### config.mk
export PLATFORM = sky130hd
export DESIGN_NAME = dpll_nco_pd
export DESIGN_NICKNAME = d
export VERILOG_FILES = /design/src/rtl/dpll_nco_pd.sv
export SDC_FILE = /design/constraint.sdc
export NUM_CORES = 1
export LEC_CHECK = 0
export ABC_AREA = 1
export CAP_MARGIN = 15
export CORE_ASPECT_RATIO = 1.1
export CORE_MARGIN = 4
export CORE_UTILIZATION = 45
export CTS_CLUSTER_DIAMETER = 50
export DETAILED_ROUTE_END_ITERATION = 8
export HOLD_SLACK_MARGIN = 0.08
export PLACE_DENSITY_LB_ADDON = 0.05
export SLEW_MARGIN = 20
export SYNTH_ARGS = -nofsm -noshare
export SYNTH_HDL_FRONTEND = slang
export SYNTH_SLANG_ARGS = --single-unit
### constraint.sdc
create_clock -name CLK -period 4.9 [get_ports CLK]
set_input_delay 1.225 -clock CLK [delete_from_list [all_inputs] [get_ports CLK]]
set_output_delay 1.225 -clock CLK [all_outputs]
set_load 0.005 [all_outputs]
### src/rtl/dpll_nco_pd.sv
// NCO with an integrated sampling phase detector. It turns the loop filter's
// control word into a clamped frequency word and samples the phase on rising edges of REF_IN.
module dpll_nco_pd #(
  parameter int unsigned      ACC_W      = 16,
  parameter logic [ACC_W-1:0] CENTER     = 16'h1000,
  parameter int unsigned      GAIN_SHIFT = 0
) (
  input  logic             CLK,
  input  logic             RESET,
  input  logic [11:0]      D,
  input  logic             D_LD,
  input  logic             REF_IN,
  output logic [ACC_W-1:0] PHASE,
  output logic             NCO_OUT,
  output logic             TICK,
  output logic [7:0]       C,
  output logic             C_VLD,
  output logic             SAT
);

  localparam int unsigned SUM_W = ACC_W + 2;
  localparam logic [ACC_W-1:0] FWORD_MIN = ACC_W'(1);
  localparam logic [ACC_W-1:0] FWORD_MAX = {ACC_W{1'b1}};

  // Returns {saturated, fword}. The top bit of the sum is the sign, and bit ACC_W flags overflow.
  function automatic logic [ACC_W:0] clamp_fword(input logic signed [SUM_W-1:0] sum);
    logic [ACC_W:0] res;
    if (sum[SUM_W-1] || (sum == {SUM_W{1'b0}})) begin
      res = {1'b1, FWORD_MIN};
    end else if (sum[ACC_W]) begin
      res = {1'b1, FWORD_MAX};
    end else begin
      res = {1'b0, sum[ACC_W-1:0]};
    end
    return res;
  endfunction

  logic [ACC_W-1:0]        phase_q, phase_d;
  logic [ACC_W-1:0]        fword_q, fword_d;
  logic                    sat_q, sat_d;
  logic                    tick_q, tick_d;
  logic [7:0]              c_q, c_d;
  logic                    c_vld_q, c_vld_d;
  logic                    s1_q, s1_d;
  logic                    s2_q, s2_d;
  logic                    s3_q, s3_d;
  logic signed [SUM_W-1:0] d_ext_s;
  logic signed [SUM_W-1:0] center_ext_s;
  logic signed [SUM_W-1:0] sum_s;
  logic                    carry_s;
  logic                    ref_rise_s;

  assign d_ext_s      = SUM_W'(signed'(D));
  assign center_ext_s = signed'({2'b00, CENTER});
  assign ref_rise_s   = s2_q & ~s3_q;

  // Next-state logic for the accumulator, frequency word, phase detector and synchronizer.
  always_comb begin
    sum_s              = center_ext_s + (d_ext_s <<< GAIN_SHIFT);
    {carry_s, phase_d} = {1'b0, phase_q} + {1'b0, fword_q};
    tick_d             = carry_s;
    fword_d            = fword_q;
    sat_d              = sat_q;
    c_d                = c_q;
    c_vld_d            = 1'b0;
    s1_d               = REF_IN;
    s2_d               = s1_q;
    s3_d               = s2_q;
    if (D_LD) begin
      {sat_d, fword_d} = clamp_fword(sum_s);
    end else begin
      fword_d = fword_q;
      sat_d   = sat_q;
    end
    if (ref_rise_s) begin
      c_d     = phase_q[ACC_W-1 -: 8];
      c_vld_d = 1'b1;
    end else begin
      c_d     = c_q;
      c_vld_d = 1'b0;
    end
  end

  // State registers. Reset also discards any reference edge still in the synchronizer.
  always_ff @(posedge CLK or posedge RESET) begin
    if (RESET) begin
      phase_q <= {ACC_W{1'b0}};
      fword_q <= CENTER;
      sat_q   <= 1'b0;
      tick_q  <= 1'b0;
      c_q     <= 8'h00;
      c_vld_q <= 1'b0;
      s1_q    <= 1'b0;
      s2_q    <= 1'b0;
      s3_q    <= 1'b0;
    end else begin
      phase_q <= phase_d;
      fword_q <= fword_d;
      sat_q   <= sat_d;
      tick_q  <= tick_d;
      c_q     <= c_d;
      c_vld_q <= c_vld_d;
      s1_q    <= s1_d;
      s2_q    <= s2_d;
      s3_q    <= s3_d;
    end
  end

  assign PHASE   = phase_q;
  assign NCO_OUT = phase_q[ACC_W-1];
  assign TICK    = tick_q;
  assign C       = c_q;
  assign C_VLD   = c_vld_q;
  assign SAT     = sat_q;

endmodule

## Word level (Yosys, flattened, before mapping)

Index checks and enable logic that the tools add are counted.

| word-level totals | value |
|---|---|
| flip-flop bits (word level) | 46 |
| input bits | 16 |
| output and inout bits | 28 |
| logic and storage cells | 18 |

| cells by class | value |
|---|---|
| $add $sub $neg | 2 |
| mux-type cells | 3 |
| bitwise operators | 2 |
| reduce and logical (&&, ||, !) cells | 2 |

Operator list:

| cell | number |
|---|---|
| 17-bit two-way mux | 2 |
| 18-bit logical NOT | 1 |
| 16-bit by 16-bit adder with 17-bit output | 1 |
| 14-bit by 12-bit adder with 15-bit output, first input constant | 1 |
| 1-bit bitwise AND | 1 |
| 1-bit logical OR | 1 |
| 1-bit two-way mux | 1 |
| 1-bit NOT | 1 |

## Longest topological paths before layout

| depth | value |
|---|---|
| word-level depth | 4 |
| depth in mapped cells | 10 |
| depth with buffers taken out | 10 |

## Least setup slack after synthesis

Ideal clock, no wire load.

| timing | value |
|---|---|
| path type | reg2out |
| start point | register phase_q[15], in the netlist PHASE[15] |
| end point | output PHASE[15] |
| arrival | 0.541 ns |
| required time | 3.675 ns |
| slack | 3.134 ns |
| cell stages (with the launch flop) | 2 |
| path buffers | 1 |
| cell sequence | dfrtp_1 -> buf_4 |

RTL lines:

| item | RTL line | text |
|---|---|---|
| start: declaration | 38 | `logic [ACC_W-1:0] phase_q, phase_d;` |
| start signal: assignment | 87 | `phase_q <= {ACC_W{1'b0}};` |
| start signal: assignment | 97 | `phase_q <= phase_d;` |
| end: declaration | 13 | `output logic [ACC_W-1:0] PHASE,` |

No word-level cell between the ends.

## Worst setup path in the final report

| timing | value |
|---|---|
| start point | register phase_q[13], in the netlist PHASE[13] |
| end point | output PHASE[13] |

No word-level cell between the ends.

==> flow_summary_export.csv <==
group,metric,value,unit
outcome,status,"finished, final reports clean",
die,ios,44,
logic_synthesis,ys_types,24,
drt,vias_per_cell,4.612,
final_layout,diodes,0,
die,dieArea,0.006152,mm²
clock_network,post_cts_buffers,0,
logic_synthesis,synth_nets,315,
final_layout,final_cell_mix,"nand2_1, clkdlybuf4s50_1, dfrtp_1",
place,port_buffers,43,
logic_synthesis,syn_area_per_cell,7.832,µm²
timing,clock_skew,0.007858,ns
timing,max_freq,400.4,MHz
power_and_ir_drop,power_density,571.6,mW/mm²
power_and_ir_drop,internal_power,1.001,mW
timing,rsz0062_at_grt,"false",
power_and_ir_drop,p_seq_share,33.7,%
die,die_w,75.15,µm
power_and_ir_drop,p_sw_share,38.16,%
clock_network,cts_resized,0,
die,core_area,0.004717,mm²
clock_network,cts.sinks,43,
timing,slew_violations,0,
critical_path,worstSetupEndpointType,"primary output",
job,max-cap-violations,0,
logic_synthesis,synth-edff-count,0,
die,start_util,47.32,%
power_and_ir_drop,worst_ir_drop_vdd,270.3,µV
logic_synthesis,yosysWarnings,0,
logic_synthesis,ys.flop_type,"dfrtp_1",
clock_network,cts_buffers,5,
timing,relSlewSlack,63.91,%
drt,ant_nets,0,
drt,vias,1794,
critical_path,cpPeakStageDelay,0.53,ns
place,hpwl,3752,µm
timing,worst_pin_slew,0.5414,ns
critical_path,critPathLaunchType,"register",
critical_path,path_buf_inv,1,
place,place_congestion,0.8370,
clock_network,cts_tree,"built",
global_routing,grt-ovfl-total,0,
timing,period_needed,2.498,ns
timing,hold_viol_final,0,
power_and_ir_drop,p_clk_share,17.5,%
drt,routed_wl,4850,µm
final_layout,nets,362,
power_and_ir_drop,power_leakage,1.532,nW
global_routing,grt_antenna_before_repair,0,
global_routing,grt_pass1_wl,8086,µm
power_and_ir_drop,p_sw,617.6,µW
final_layout,mostFrequentLayoutCell,"nand2_1",
die,dieHeight,81.87,µm
critical_path,crit_chain,"clkdlybuf4s50_1",
die,fp-row-count,26,
clock_network,cts_buffer_depth,2,
logic_synthesis,yosysSeqAreaShare,48.26,%
logic_synthesis,ys_seq_elements,43,
global_routing,grt_pass1_vias,1721,
logic_synthesis,synth_cells,285,
logic_synthesis,async_reset_ff_share,100.0,%
critical_path,worst_ep_arrival_time,1.27,ns
critical_path,cp_top_family,"buffers and inverters",
drt,drc,0,
logic_synthesis,syn_area,0.002232,mm²
final_layout,syn_to_final_growth,26.85,%
timing,hold_slack,0.3569,ns
global_routing,grt.total_usage,17.66,%
drt,drt-pass1-iter-count,4,
clock_network,cts-root-buf,"clkbuf_8",
timing,setup_viol,0,
clock_network,clk_latency,0.30,ns
worst_hold_path,hp-class,"register to register",
drt,drtIter0Drc,83,
critical_path,crit_slowest_cell,"clkdlybuf4s50_1",
final_layout,num-fill-cells,454,
timing,fin_setup_tns,0,ns
timing,period_share,50.97,%
clock_network,cts_max_level,2,
drt,wire_per_inst,12.47,µm
power_and_ir_drop,comb_power_share,48.8,%
critical_path,worstPathRequired,3.67,ns
global_routing,grt_max_degree,44,
clock_network,cts.clk_slew.worst_paths,0.09,ns
final_layout,drive_gt1_share,5.405,%
critical_path,critical_path_class,"register to primary output",
critical_path,crit_fanout,6,
clock_network,cts_hold_buf,0,
## state kept, by name (all words and copies together) (netlist names)
name and cells:
C 8, C_VLD 1, PHASE 16, SAT 1, TICK 1, fword_q 13
s1_q 1, s2_q 1, s3_q 1
## per-layer routing
metal	vias up	track usage, %	wire (µm)
met2	34	31.10	2496
li1	953	-	-
met1	802	21.36	2102
met4	0	5.245	56
met5	-	0	0
met3	5	3.917	194
## cell usage after synthesis, types with 2 or more instances
master    count  area share (%)
o21ai_0       4            0.90
nand3_1       9             2.0
inv_1        40             6.7
a21oi_1       6             1.3
nand3b_1      2            0.67
buf_2         2            0.45
ha_1         13             7.3
dfrtp_1      42              47
nand2_2       4             1.1
nor3_2        2            0.90
nand2_1     132              22
nor2_1       12             2.0
xor2_1        6             2.4
## through the flow
stage          std cells  cell area, µm²  power, mW  utilization [%]  setup WS, ns
2_1_floorplan        285            2232      1.026                -         2.674
3_3_place_gp         381            2719      1.339            57.64         2.228
3_5_place_dp         381            2719      1.353            57.64         2.225
4_1_cts              389            2831      1.641            60.03         2.376
5_1_grt              389            2831      1.776            60.03         2.337
6_report             389            2831      1.619            60.03         2.402
## logic make-up after synthesis
group                      after synthesis  synth area share [%]
adders and majority gates               14                 8.184
and+or+nand+nor                        167                 30.89
buffers and inverters                   44                 7.679
xor gates and xnor gates                 7                 2.747
AOI/OAI and AO/OA                       10                 2.242
DFF                                     43                 48.26
## power by group through the flow
stage / clock network, mW / logic (mW) / registers [mW]
finish: 0.283 / 0.790 / 0.546
global route: 0.307 / 0.906 / 0.563
CTS: 0.291 / 0.803 / 0.548
detailed placement: 0 / 0.798 / 0.555
global placement: 0 / 0.787 / 0.552
floorplan: 0 / 0.476 / 0.549
## cell type report
type | count | area (µm²) | share of cell area (%)
tap | 56 | 70.07 | 2.475
clock inverter | 3 | 43.79 | 1.547
timing repair buffer | 44 | 437.9 | 15.47
inverter | 40 | 150.1 | 5.303
multi-input combinational | 198 | 983.4 | 34.73
sequential | 43 | 1077 | 38.05
clock buffer | 5 | 68.82 | 2.430
## path summary, 6_finish.rpt
| check | start | end | slack, ns | cells past startpoint |
|---|---|---|---|---|
| setup / recovery | PHASE[13]$_DFF_PP0_ | PHASE[13] | 2.40 | 1 |
| hold / removal | s1_q$_DFF_PP0_ | s2_q$_DFF_PP0_ | 0.36 | 0 |
| setup reg to reg | fword_q[0]$_DFFE_PP0P_ | PHASE[10]$_DFF_PP0_ | 3.13 | 10 |
| hold reg to reg | s1_q$_DFF_PP0_ | s2_q$_DFF_PP0_ | 0.36 | 0 |
| max in group asynchronous | RESET | PHASE[15]$_DFF_PP0_ | 3.17 | 3 |
| min in group asynchronous | RESET | fword_q[9]$_DFFE_PP0P_ | 1.35 | 3 |
(Power assumes the default switching activity.)
